<file path="src/rtl/basys3_7seg_pkg.sv">
// Shared definitions for the Basys3 7-segment capture block.
//   SEG_CODE   : active-high segment codes (gfedcba) for hex digits 0..F
//   seg_to_hex : reverse lookup, returns {valid, value}
//   pattern_t  : layout of the sampled {anode, segments} bus
package basys3_7seg_pkg;

  localparam int ANODE_W    = 4;
  localparam int SEG_W      = 7;
  localparam int PAT_W      = ANODE_W + SEG_W;
  localparam int NUM_DIGITS = 4;

  localparam logic [SEG_W-1:0] SEG_CODE [16] = '{
    7'h3F, 7'h06, 7'h5B, 7'h4F, 7'h66, 7'h6D, 7'h7D, 7'h07,
    7'h7F, 7'h6F, 7'h77, 7'h7C, 7'h39, 7'h5E, 7'h79, 7'h71
  };

  typedef struct packed {
    logic       valid;
    logic [3:0] value;
  } hex_t;

  typedef struct packed {
    logic [ANODE_W-1:0] anode;
    logic [SEG_W-1:0]   segments;
  } pattern_t;

  // Reverse table lookup; valid stays 0 when the code is not a hex glyph.
  function automatic hex_t seg_to_hex(input logic [SEG_W-1:0] seg);
    hex_t r;
    r = '0;
    for (int v = 0; v < 16; v++) begin
      if (seg == SEG_CODE[v]) begin
        r.valid = 1'b1;
        r.value = 4'(v);
      end
    end
    return r;
  endfunction

endpackage

</file>
<file path="src/rtl/basys3_7seg_filter.sv">
// Input synchroniser and stability filter for the sampled display bus.
//   clk, rst : system clock, synchronous active-high reset
//   din      : raw asynchronous bus
//   pattern  : hold register, the last pattern seen on the synchronised bus
//   accept   : combinational, high on the single edge where a pattern has
//              been stable for STABLE_CYCLES samples
module basys3_7seg_filter
  import basys3_7seg_pkg::*;
#(
  parameter int WIDTH         = PAT_W,
  parameter int STABLE_CYCLES = 16
) (
  input  logic             clk,
  input  logic             rst,
  input  logic [WIDTH-1:0] din,
  output logic [WIDTH-1:0] pattern,
  output logic             accept
);

  localparam int CW = $clog2(STABLE_CYCLES);
  localparam logic [CW-1:0] CNT_MAX = CW'(STABLE_CYCLES - 1);
  localparam logic [CW-1:0] CNT_PRE = CW'(STABLE_CYCLES - 2);

  logic [WIDTH-1:0] sync1;
  logic [WIDTH-1:0] sample;
  logic [CW-1:0]    cnt;

  // NOTE: every register here uses <= so all stages see pre-edge values;
  // blocking assignments would collapse the two synchroniser flops into one.
  always_ff @(posedge clk) begin
    if (rst) begin
      sync1   <= '1;
      sample  <= '1;
      pattern <= '1;
      cnt     <= '0;
    end else begin
      sync1  <= din;
      sample <= sync1;
      if (sample != pattern) begin
        pattern <= sample;
        cnt     <= '0;
      end else if (cnt != CNT_MAX) begin
        cnt <= cnt + 1'b1;
      end
    end
  end

  // The counter saturates at CNT_MAX, so it passes through CNT_PRE exactly
  // once per stable episode and accept cannot repeat.
  assign accept = (sample == pattern) && (cnt == CNT_PRE);

endmodule

</file>
<file path="src/rtl/basys3_7seg_capture.sv">
// Receive-side capture of the Basys3 multiplexed 7-segment bus.
// Rebuilds each digit's hex value and enable from the active-low bus.
//   clk_i, rst_i          : system clock, synchronous active-high reset
//   anode_i, segments_i   : active-low display bus (segments bit0=A..bit6=G)
//   digitN_o, digitN_en_o : last accepted value / digit lit with a valid code
//   update_o              : per-digit pulse when value or enable changes
//   code_err_o            : pulse, accepted single-digit pattern not a hex glyph
//   multi_anode_o         : pulse, accepted pattern drives several anodes
module basys3_7seg_capture
  import basys3_7seg_pkg::*;
#(
  parameter int STABLE_CYCLES  = 16,
  parameter int TIMEOUT_CYCLES = 800000
) (
  input  logic                  clk_i,
  input  logic                  rst_i,
  input  logic [ANODE_W-1:0]    anode_i,
  input  logic [SEG_W-1:0]      segments_i,
  output logic [3:0]            digit0_o,
  output logic [3:0]            digit1_o,
  output logic [3:0]            digit2_o,
  output logic [3:0]            digit3_o,
  output logic                  digit0_en_o,
  output logic                  digit1_en_o,
  output logic                  digit2_en_o,
  output logic                  digit3_en_o,
  output logic [NUM_DIGITS-1:0] update_o,
  output logic                  code_err_o,
  output logic                  multi_anode_o
);

  localparam int TW = $clog2(TIMEOUT_CYCLES);
  localparam logic [TW-1:0] TO_MAX = TW'(TIMEOUT_CYCLES - 1);

  pattern_t           pat;
  logic               accept;
  logic [ANODE_W-1:0] act_anode;
  logic [SEG_W-1:0]   act_seg;
  hex_t               hex;
  logic               one_hot;
  logic               blank;

  logic [3:0]            digit_q [NUM_DIGITS];
  logic [NUM_DIGITS-1:0] en_q;
  logic [TW-1:0]         to_cnt  [NUM_DIGITS];

  basys3_7seg_filter #(
    .WIDTH         (PAT_W),
    .STABLE_CYCLES (STABLE_CYCLES)
  ) u_filter (
    .clk     (clk_i),
    .rst     (rst_i),
    .din     ({anode_i, segments_i}),
    .pattern (pat),
    .accept  (accept)
  );

  // Decode the held pattern in active-high form.
  assign act_anode = ~pat.anode;
  assign act_seg   = ~pat.segments;
  assign hex       = seg_to_hex(act_seg);
  assign one_hot   = $onehot(act_anode);
  assign blank     = (act_seg == '0);

  always_ff @(posedge clk_i) begin
    if (rst_i) begin
      for (int k = 0; k < NUM_DIGITS; k++) begin
        digit_q[k] <= '0;
        to_cnt[k]  <= '0;
      end
      en_q          <= '0;
      update_o      <= '0;
      code_err_o    <= 1'b0;
      multi_anode_o <= 1'b0;
    end else begin
      // NOTE: update_o defaults to 0 here and individual bits are raised
      // below; the later non-blocking assignment to a bit takes effect.
      update_o      <= '0;
      code_err_o    <= accept && one_hot && !blank && !hex.valid;
      // Nonzero and not one-hot means two or more anodes are low.
      multi_anode_o <= accept && (act_anode != '0) && !one_hot;
      for (int k = 0; k < NUM_DIGITS; k++) begin
        if (accept && one_hot && act_anode[k] && (blank || hex.valid)) begin
          // A lit scan of this digit restarts its timeout and wins over a
          // timeout expiring on the same edge.
          to_cnt[k] <= '0;
          if (blank) begin
            if (en_q[k]) begin
              en_q[k]     <= 1'b0;
              update_o[k] <= 1'b1;
            end
          end else begin
            digit_q[k] <= hex.value;
            en_q[k]    <= 1'b1;
            if (!en_q[k] || (digit_q[k] != hex.value)) update_o[k] <= 1'b1;
          end
        end else if (to_cnt[k] == TO_MAX) begin
          // Digit not scanned for TIMEOUT_CYCLES: blank it, keep its value.
          if (en_q[k]) begin
            en_q[k]     <= 1'b0;
            update_o[k] <= 1'b1;
          end
        end else begin
          to_cnt[k] <= to_cnt[k] + 1'b1;
        end
      end
    end
  end

  assign digit0_o    = digit_q[0];
  assign digit1_o    = digit_q[1];
  assign digit2_o    = digit_q[2];
  assign digit3_o    = digit_q[3];
  assign digit0_en_o = en_q[0];
  assign digit1_en_o = en_q[1];
  assign digit2_en_o = en_q[2];
  assign digit3_en_o = en_q[3];

endmodule
</file>
<file path="config.mk">
export PLATFORM = sky130hd
export DESIGN_NAME = basys3_7seg_capture
export DESIGN_NICKNAME = d
export VERILOG_FILES = /design/src/rtl/basys3_7seg_pkg.sv /design/src/rtl/basys3_7seg_filter.sv /design/src/rtl/basys3_7seg_capture.sv
export SDC_FILE = /design/constraint.sdc
export NUM_CORES = 1
export LEC_CHECK = 0
export ABC_AREA = 1
export ABC_CLOCK_PERIOD_IN_PS = 3750
export CAP_MARGIN = 15
export CORE_ASPECT_RATIO = 1.25
export CORE_MARGIN = 3
export CORE_UTILIZATION = 56
export DETAILED_ROUTE_END_ITERATION = 16
export MAX_ROUTING_LAYER = met4
export PLACE_DENSITY = 0.75
export SYNTH_ARGS = -nofsm -noshare
export SYNTH_HDL_FRONTEND = slang
export SYNTH_SLANG_ARGS = --single-unit
</file>
<file path="constraint.sdc">
create_clock -name clk_i -period 3.75 [get_ports clk_i]
set_input_delay 0.375 -clock clk_i [delete_from_list [all_inputs] [get_ports clk_i]]
set_output_delay 0.375 -clock clk_i [all_outputs]
set_load 0.1 [all_outputs]
</file>
Word-level counts from Yosys, hierarchy flattened
Memories as Yosys holds them, arrays and structs flattened.
Index checks and enable logic that the tools add are counted.
{ "word_totals": {"romBits": 0, "latchBits": 0, "output_inout_bits": 26, "reg_bits": 47, "inputBits": 13, "n_memories": 2, "ramBits": 96} }
{ "mem_list": {"columns": ["memory", "depth", "width", "rd", "rd_ports_with_merged_regs", "wr", "line_no", "rtl"], "rows": [
  ["to_cnt", 4, 20, 4, 0, 4, "basys3_7seg_capture.sv:45", "logic [TW-1:0] to_cnt [NUM_DIGITS];"],
  ["digit_q", 4, 4, 4, 0, 4, "basys3_7seg_capture.sv:43", "logic [3:0] digit_q [NUM_DIGITS];"]
]} }
{ "classes": {"shift": 0, "add_sub_neg": 8, "magnitude_cmp": 0, "n_mul": 0, "n_eq_ne": 29, "reduce_logical": 33, "muxes": 99, "bitwise": 14, "n_div": 0} }
{ "op_table": {"columns": ["op", "count"], "rows": [
  ["20-bit two-way mux", 8],
  ["7-bit == test (second input constant)", 12],
  ["20-bit by 1-bit adder with 20-bit output (second input constant)", 4],
  ["20-bit == test (second input constant)", 4],
  ["5-bit two-way mux", 16],
  ["1-bit two-way mux", 71],
  ["4-bit two-way mux", 4],
  ["4-bit != test", 4],
  ["7-bit by 3-bit == test with 1-bit output (second input constant)", 2],
  ["7-bit by 6-bit == test with 1-bit output (second input constant)", 2],
  ["1-bit logical AND", 14],
  ["1-bit OR", 12],
  ["11-bit == test", 1],
  ["11-bit != test", 1],
  ["2-bit nonzero test", 4],
  ["1-bit logical NOT", 7],
  ["7-bit logical NOT", 1],
  ["7-bit inverter", 1],
  ["1-bit logical OR", 5],
  ["1-bit by 1-bit adder with 2-bit output", 2],
  ["4-bit by 1-bit adder with 4-bit output (second input constant)", 1],
  ["4-bit == test (second input constant)", 1],
  ["4-bit != test (second input constant)", 1],
  ["4-bit inverter", 1],
  ["other kinds (4)", 4]
]} }

Depth between registers and ports, before layout
Gate-level depths: netlist of run 1.
{ "logic_depth": {"ltp_word": 25, "mapped_depth": 16, "ltp_nobuf": 15} }

Hierarchy
From an unflattened synthesis of run 1, not the netlist that was laid out.
{ "unflattened": {"cells_unflattened": 870, "hier_area_um2": 7606.0} }
{ "modules_own_cells": {"columns": ["module", "seq_area_each_um2", "area_per_inst_um2", "cells_each", "n_inst"], "rows": [
  ["basys3_7seg_capture", 3083.0, 6341.1, 731, 1],
  ["basys3_7seg_filter", 740.7, 1265.0, 139, 1]
]} }

Worst setup path after synthesis of run 1
No wires, ideal clock.
{ "synth_timing": {"path_type": "flip-flop to flip-flop", "from": "register u_filter.pattern[7]", "to": "memory to_cnt[0][0] (netlist name) (enable)", "path_slack_ps": 802, "path_buffers": 0, "required_ps": 3370, "setup_time_ps": 380, "t_arrival_ps": 2568, "stages_incl_launch_ff": 10, "cell_sequence": "dfxtp_1 -> fa_1 -> inv_1 -> ha_1 -> ha_1 -> nor3_1 -> nand3_1 -> nor2_8 -> nand2_4 -> nand3_1"} }
{ "synth_rtl": {"columns": ["element", "line_no", "rtl"], "rows": [
  ["from (decl)", "basys3_7seg_filter.sv:16", "output logic [WIDTH-1:0] pattern,"],
  ["from (signal assigned)", "basys3_7seg_filter.sv:40", "pattern <= sample;"],
  ["to (decl)", "basys3_7seg_capture.sv:45", null]
]} }

==> summary.md, run 1 <==
| Metric | Value |
|---|---|
| RSZ-0062 raised after global routing | false |
| Die Wd | 110 um |
| CP peak stage delay | 560 ps |
| I/O Pins | 39 |
| CP Class | register to register |
| Layout Cell Area excl Fill | 8670 um2 |
| Router iterations before antenna repair | 5 |
| Pwr dens | 428 nW/um2 |
| Synth Flop Type | edfxtp_1 |
| Die area | 14800 um2 |
| Post CTS Setup Buffer Count | 0 |
| Gr usage total | 0.227 |
| Clk_skew | 15.5 ps |
| Antenna diodes | 0 |
| Antenna violations before repair | 0 |
| Clk root buf | clkbuf_16 |
| Max Fclk | 315 MHz |
| Final WL | 15200 um |
| First-pass GRT wire length | 25800 um |
| Post-synth EDFFs | 96 |
| Crit end category | register |
| TritonCTS Buffers | 17 |
| I/O Buffers | 38 |
| Synth async-reset ratio | 0 |
| Final GP Congestion | 0.918 |
| Initial drt markers | 427 |
| Top post-synthesis cells by area | edfxtp_1 (38%), dfxtp_1 (13%), nand2_1 (7.4%) |
| Fraction of layout cells with a size suffix above 1 | 0.120 |
| Post-route setup TNS | 0 ps |
| Fin. Hold Viols | 0 |
| Largest family of logic cells by synthesized area | simple AND/OR/NAND/NOR gates |
| Clock sinks | 143 |
| Post-route ant nets | 0 |
| Final setup violation count | 0 |
| Post-synthesis xor/xnor area fraction | 0.0782 |
| HPWL after DPL | 10700 um |
| Startpoint Class | register |
| Die Span Y | 135 um |
| WL/cell | 14.1 um |
| CTS tree | built |
| Sequential share of the synthesized area | 0.509 |
| Commonest cells in the netlist | nand2_1 (149), nor2_1 (149), edfxtp_1 (96), inv_1 (96), nand3_1 (53) |
| Outcome | completed |
| Final worst-path cycle share | 0.847 |
| Min Tclk post-route | 3180 ps |
| Max VDD drop | 0.353 mV |
| Clk slew on worst S/H paths | 60 ps |
| Synth Area in Compound Gates | 0.0218 |
| Post-layout nets | 924 |
| Mapped Cells | 854 |
| Syn Std Cell Area | 7510 um2 |
| # hold bufs at CTS | 0 |
| Post-synthesis adder-cell area fraction | 0.0177 |
| Max Cap Viol | 0 |
| Starting Density | 0.582 |
| Setup slack after placement | 611 ps |
| CP arrival | 3230 ps |
| Worst Path Max Fanout | 8 |
| Hold Path Class | register to register |
| Worst Max-Slew Pin Slew | 1020 ps |
| Cell Chain, Critical Path | fa_1 > inv_1 > ha_1 > ha_1 > nor3_1 > nand3_1 > nor2_8 > nand2_4 > o21ai_0 |
| Fin worst setup slack | 574 ps |
| Vias/cell | 5.33 |
| Synth Warn # | 0 |
| Clk buf depth | 2 |
| Total Power | 0.00371 W |
| Req. time, crit path | 3810 ps |
| Vias | 5764 |
| Mapped Nets | 877 |
| Largest net degree at the start of global routing | 30 |
| Vias in the first global route | 5768 |
| Share of synthesized cell area in and, or, nand and nor gates | 0.305 |
| Yosys cell types | 37 |
| Most used cell, CP | ha_1 |
| CP delay by family, top | adder cells |
| Layout filler cell count | 1027 |
| WP buf/inv | 1 |
| Area growth, synth to finish | 15.4% |
| Clock Latency Late Sink | 430 ps |
| Placed inst area | 8030 um2 |
| Row count | 46 |
| # H-tree levels | 4 |
| Mux contribution to synthesized area | 0 |
| Slew Viols, Final | 0 |
| Synth Register Bits | 143 |
| Leakage Power | 3.56 nW |
| Top cell type's share of synthesized area | 0.384 |
| Post-Syn Area per Cell | 8.79 um2 |
| Total core area | 12900 um2 |
| Post_cts resized | 0 |
| Grt ovf | 0 |
| Max-slew headroom | 0.320 |
| Yosys top cell by area | edfxtp_1 |
| Drc violations | 0 |
| Final core occ | 0.672 |
| CP max-delay cell | fa_1 |
## layout by cell type, fill, tap and decap left out, drive strengths merged
| master | n |
|---|---|
| a21oi | 19 |
| a31oi | 1 |
| and3 | 4 |
| buf | 6 |
| clkbuf | 28 |
| clkdlybuf4s50 | 38 |
| clkinv | 5 |
| dfxtp | 47 |
| edfxtp | 96 |
| fa | 1 |
| ha | 9 |
| inv | 103 |
| nand2 | 157 |
| nand3 | 58 |
| nand3b | 2 |
| nand4 | 35 |
| nor2 | 164 |
| nor3 | 24 |
| nor4 | 5 |
| nor4b | 1 |
| o21ai | 8 |
| o21bai | 1 |
| or2 | 35 |
| xnor2 | 25 |
| xor2 | 42 |
## final cells by class
| class | instances | area, um2 | area share |
|---|---|---|---|
| inverters | 104 | 395 | 0.0456 |
| clock buffers | 28 | 606 | 0.0699 |
| flip-flops and latches | 143 | 3820 | 0.441 |
| multi-input cells | 591 | 3180 | 0.366 |
| clock inverters | 4 | 31.3 | 0.00361 |
| well taps | 168 | 210 | 0.0243 |
| repair buffers | 44 | 425 | 0.0491 |
## power by group
group	leakage (nW)	internal [W]	switching [W]
clock	0.315	0.00111	0.000653
sequential	1.52	0.00170	0.0000269
combinational	1.73	0.0000659	0.000152
total	3.56	0.00288	0.000831
## worst register-to-register path, cell delays in order (launching register included)
cell     delay [ps]
dfxtp_1         380
fa_1            560
inv_1            50
ha_1            180
ha_1            270
nor3_1          260
nand3_1         250
nor2_8          270
nand2_4         100
o21ai_0         480
## logic make-up after synthesis
| group | after synthesis |
|---|---|
| AND/OR/NAND/NOR | 485 |
| flip-flops | 143 |
| buffers and inverters | 120 |
| XOR/XNOR | 67 |
| AO/OA/AOI/OAI | 29 |
| adder cells (fa/ha/maj) | 10 |
## per-layer routing
metal / global-route usage / share of wire
met5: - / 0
met4: 0.109 / 0.032
met3: 0.0505 / 0.049
met2: 0.380 / 0.50
met1: 0.256 / 0.42
## stage by stage
step | hold WS (ps) | instances
5_1_grt | 413 | 1082
4_1_cts | 410 | 1082
6_report | 408 | 1082
3_3_place_gp | 393 | 1050
2_1_floorplan | 389 | 854
3_5_place_dp | 396 | 1050
## flip-flops by register name, summed over array words and instances (netlist names)
register          flops
code_err_o            1
digit_q              16
en_q                  4
multi_anode_o         1
to_cnt               80
u_filter.cnt          4
u_filter.pattern     11
u_filter.sample      11
u_filter.sync1       11
update_o              4
## worst paths after layout
check / cells after the start / from / to / slack (ps)
max: 9 / u_filter.pattern[7] / digit_q[3][1] / 570
min: 1 / u_filter.sync1[6] / u_filter.sample[6] / 410
max reg2reg: 9 / u_filter.pattern[7] / digit_q[3][1] / 570
min reg2reg: 1 / u_filter.sync1[6] / u_filter.sample[6] / 410
(Power assumes the default switching activity.)
==> run 2: changes to the inputs <==
--- a/config.mk
+++ b/config.mk
@@ -6,7 +6,7 @@
 export NUM_CORES = 1
 export LEC_CHECK = 0
 export ABC_AREA = 1
-export ABC_CLOCK_PERIOD_IN_PS = 3750
+export ABC_CLOCK_PERIOD_IN_PS = 3200
 export CAP_MARGIN = 15
 export CORE_ASPECT_RATIO = 1.25
 export CORE_MARGIN = 3
==> constraint.sdc (replaced) <==
create_clock -name clk_i -period 3.2 [get_ports clk_i]
set_input_delay 0.32 -clock clk_i [delete_from_list [all_inputs] [get_ports clk_i]]
set_output_delay 0.32 -clock clk_i [all_outputs]
set_load 0.1 [all_outputs]
==> run 2 against run 1 <==
Net effect:
- fmax rose by 4.6%
- flip-flop and latch count stayed put
- critical path depth up 1
- largest power group is now sequential cells
- highest routed layer unchanged
- worst hold slack worse by 4.3 ps
- clock power grew 6%
- register-to-register slack got worse by 410 ps
- via count fell by 1.2%
- core utilization hardly changed
==> summary.md, run 2 (synthesized netlist as in run 1, its figures left out) <==
| Metric | Value |
|---|---|
| Worst Max-Slew Pin Slew | 1000 ps (was 1020 ps) |
| Req. time, crit path | 3320 ps (was 3810 ps) |
| Vias | 5696 (was 5764) |
| Met2 wire len | 7480 um (was 7670 um) |
| P_sw | 0.000973 W (was 0.000831 W) |
| Slew Viols, Final | 0 (unchanged) |
| Die Span Y | 135 um (unchanged) |
| Pwr dens | 479 nW/um2 (was 428 nW/um2) |
| Post_cts resized | 0 (unchanged) |
| Drc violations | 0 (unchanged) |
| Final worst-path cycle share | 0.949 (was 0.847) |
| # hold bufs at CTS | 0 (unchanged) |
| Fin. Hold Viols | 0 (unchanged) |
| Grt ovf | 0 (unchanged) |
| Most frequent cells in the layout | nor2_1 (149), nand2_1 (149), inv_1 (96), edfxtp_1 (96), nand3_1 (53) (unchanged) |
| Final setup violation count | 0 (unchanged) |
| Total Power | 0.00415 W (was 0.00371 W) |
| Clk_skew | 10.0 ps (was 15.5 ps) |
| Reg with most FFs | to_cnt (unchanged) |
| Leakage Power | 3.58 nW (was 3.56 nW) |
| Fraction of layout cells with a size suffix above 1 | 0.132 (was 0.120) |
| Sequential share of power | 0.488 (was 0.466) |
| Startpoint Class | register (unchanged) |
| WL/cell | 13.4 um (was 14.1 um) |
| Die area | 14800 um2 (unchanged) |
| CP arrival | 3160 ps (was 3230 ps) |
| Vias/cell | 5.23 (was 5.33) |
| Sw frac | 0.234 (was 0.224) |
| Clock Power Share | 0.448 (was 0.475) |
| First-pass GRT wire length | 24600 um (was 25800 um) |
| Post CTS Setup Buffer Count | 0 (unchanged) |
| Die Wd | 110 um (unchanged) |
| Critical path destination | to_cnt[3][18] (was digit_q[3][1]) |
| Router iterations before antenna repair | 5 (unchanged) |
| Antenna diodes | 0 (unchanged) |
| Row count | 46 (unchanged) |
| RSZ-0062 raised after global routing | false (unchanged) |
| Internal | 0.00318 W (was 0.00288 W) |
| Final WL | 14700 um (was 15200 um) |
| FF-to-FF Start | u_filter.pattern[7] (unchanged) |
| Vias in the first global route | 5547 (was 5768) |
| Max-slew headroom | 0.331 (was 0.320) |
| Initial drt markers | 382 (was 427) |
| I/O Pins | 39 (unchanged) |
| Met3 routed WL | 617 um (was 739 um) |
| Regs by FF count | to_cnt x80, digit_q x16 (unchanged) |
| Post-route ant nets | 0 (unchanged) |
| Outcome | completed (unchanged) |
| Total core area | 12900 um2 (unchanged) |
| Top Layer Used | met4 (unchanged) |
| I/O Buffers | 38 (unchanged) |
| Hold Path Class | register to register (unchanged) |
| Combinational fraction of design power | 0.064 (was 0.059) |
| TritonCTS Buffers | 17 (unchanged) |
| Area growth, synth to finish | 15.4% (about the same) |
| Met1 Routed Length | 6300 um (was 6320 um) |
| Gr usage total | 0.215 (was 0.227) |
| Max Fclk | 329 MHz (was 315 MHz) |
| Worst Setup SP | u_filter.pattern[7] (unchanged) |
| Post-route setup TNS | 0 ps (unchanged) |
| HPWL after DPL | 10400 um (was 10700 um) |
| Largest register FFs | 80 (unchanged) |
| Antenna violations before repair | 0 (unchanged) |
| Final GP Congestion | 0.833 (was 0.918) |
| Worst R2R Path Depth | 10 (was 9) |
| Worst Path Max Fanout | 16 (was 8) |
| Max VDD drop | 0.477 mV (was 0.353 mV) |
| CTS tree | built (unchanged) |
| Clk slew on worst S/H paths | 60 ps (about the same) |
| Starting Density | 0.582 (unchanged) |
| Clock sinks | 143 (unchanged) |
| Clk buf depth | 2 (unchanged) |
| R2r setup slk | 160 ps (was 570 ps) |
| # H-tree levels | 4 (unchanged) |
| Clock Latency Late Sink | 420 ps (was 430 ps) |
| CP Class | register to register (unchanged) |
| Crit end category | register (unchanged) |
| Worst flop-to-flop path endpoint | to_cnt[3][18] (was digit_q[3][1]) |
| Clk root buf | clkbuf_16 (unchanged) |
| Min Tclk post-route | 3040 ps (was 3180 ps) |
| Max Cap Viol | 0 (unchanged) |
| Largest net degree at the start of global routing | 29 (was 30) |
| Post-layout nets | 932 (was 924) |
-- run 2: layer usage --
metal	global-route usage	up-vias
li1	-	2891
met4	0.0707	0
met1	0.251	2651
met2	0.368	131
met3	0.0429	23
met5	-	-
-- run 2: area by class of cell --
class	instances	area, um2
multi-input cells	591	3180
clock buffers	20	448
well taps	168	210
flip-flops and latches	143	3820
fillers	1030	4230
inverters	104	395
clock inverters	12	105
repair buffers	52	505
-- run 2: worst min path at each step --
stage	depth (start not counted)	to	slack [ps]	startpoint
2_1_floorplan	1	u_filter.sample[0]	390	u_filter.sync1[0]
3_3_place_gp	1	u_filter.sample[9]	390	u_filter.sync1[9]
3_5_place_dp	1	u_filter.sample[4]	390	u_filter.sync1[4]
4_1_cts	1	u_filter.sample[4]	410	u_filter.sync1[4]
5_1_grt	1	u_filter.sample[5]	410	u_filter.sync1[5]
6_report	1	u_filter.sample[4]	400	u_filter.sync1[4]
-- run 2: stage by stage --
step                hold slack, ps  std cells  area, um2  setup slack [ps]  utilization
floorplan                      389        854       7510               252            -
global placement               392       1058       8110               313        0.629
detailed placement             394       1058       8110               180        0.629
CTS                            406       1090       8660               156        0.672
global route                   411       1090       8660              2.56        0.672
finish                         404       1090       8660               165        0.672
-- run 2: critical path, stage by stage (launching register included) --
cell and delay (ps):
dfxtp_1 360, fa_1 550, inv_1 40, ha_1 170, ha_1 270, nor3_1 260, nand3_1 260, nor2_8 270
nand2_4 100, nand3_1 250, buf_12 210
-- run 2: power groups by stage --
| stage | clock network [W] | registers, W | logic (W) |
|---|---|---|---|
| finish | 0.00186 | 0.00203 | 0.000266 |
| global route | 0.00197 | 0.00203 | 0.000291 |
| CTS | 0.00189 | 0.00203 | 0.000268 |
| detailed placement | 0 | 0.00207 | 0.000265 |
| global placement | 0 | 0.00206 | 0.000259 |
| floorplan | 0 | 0.00213 | 0.000124 |
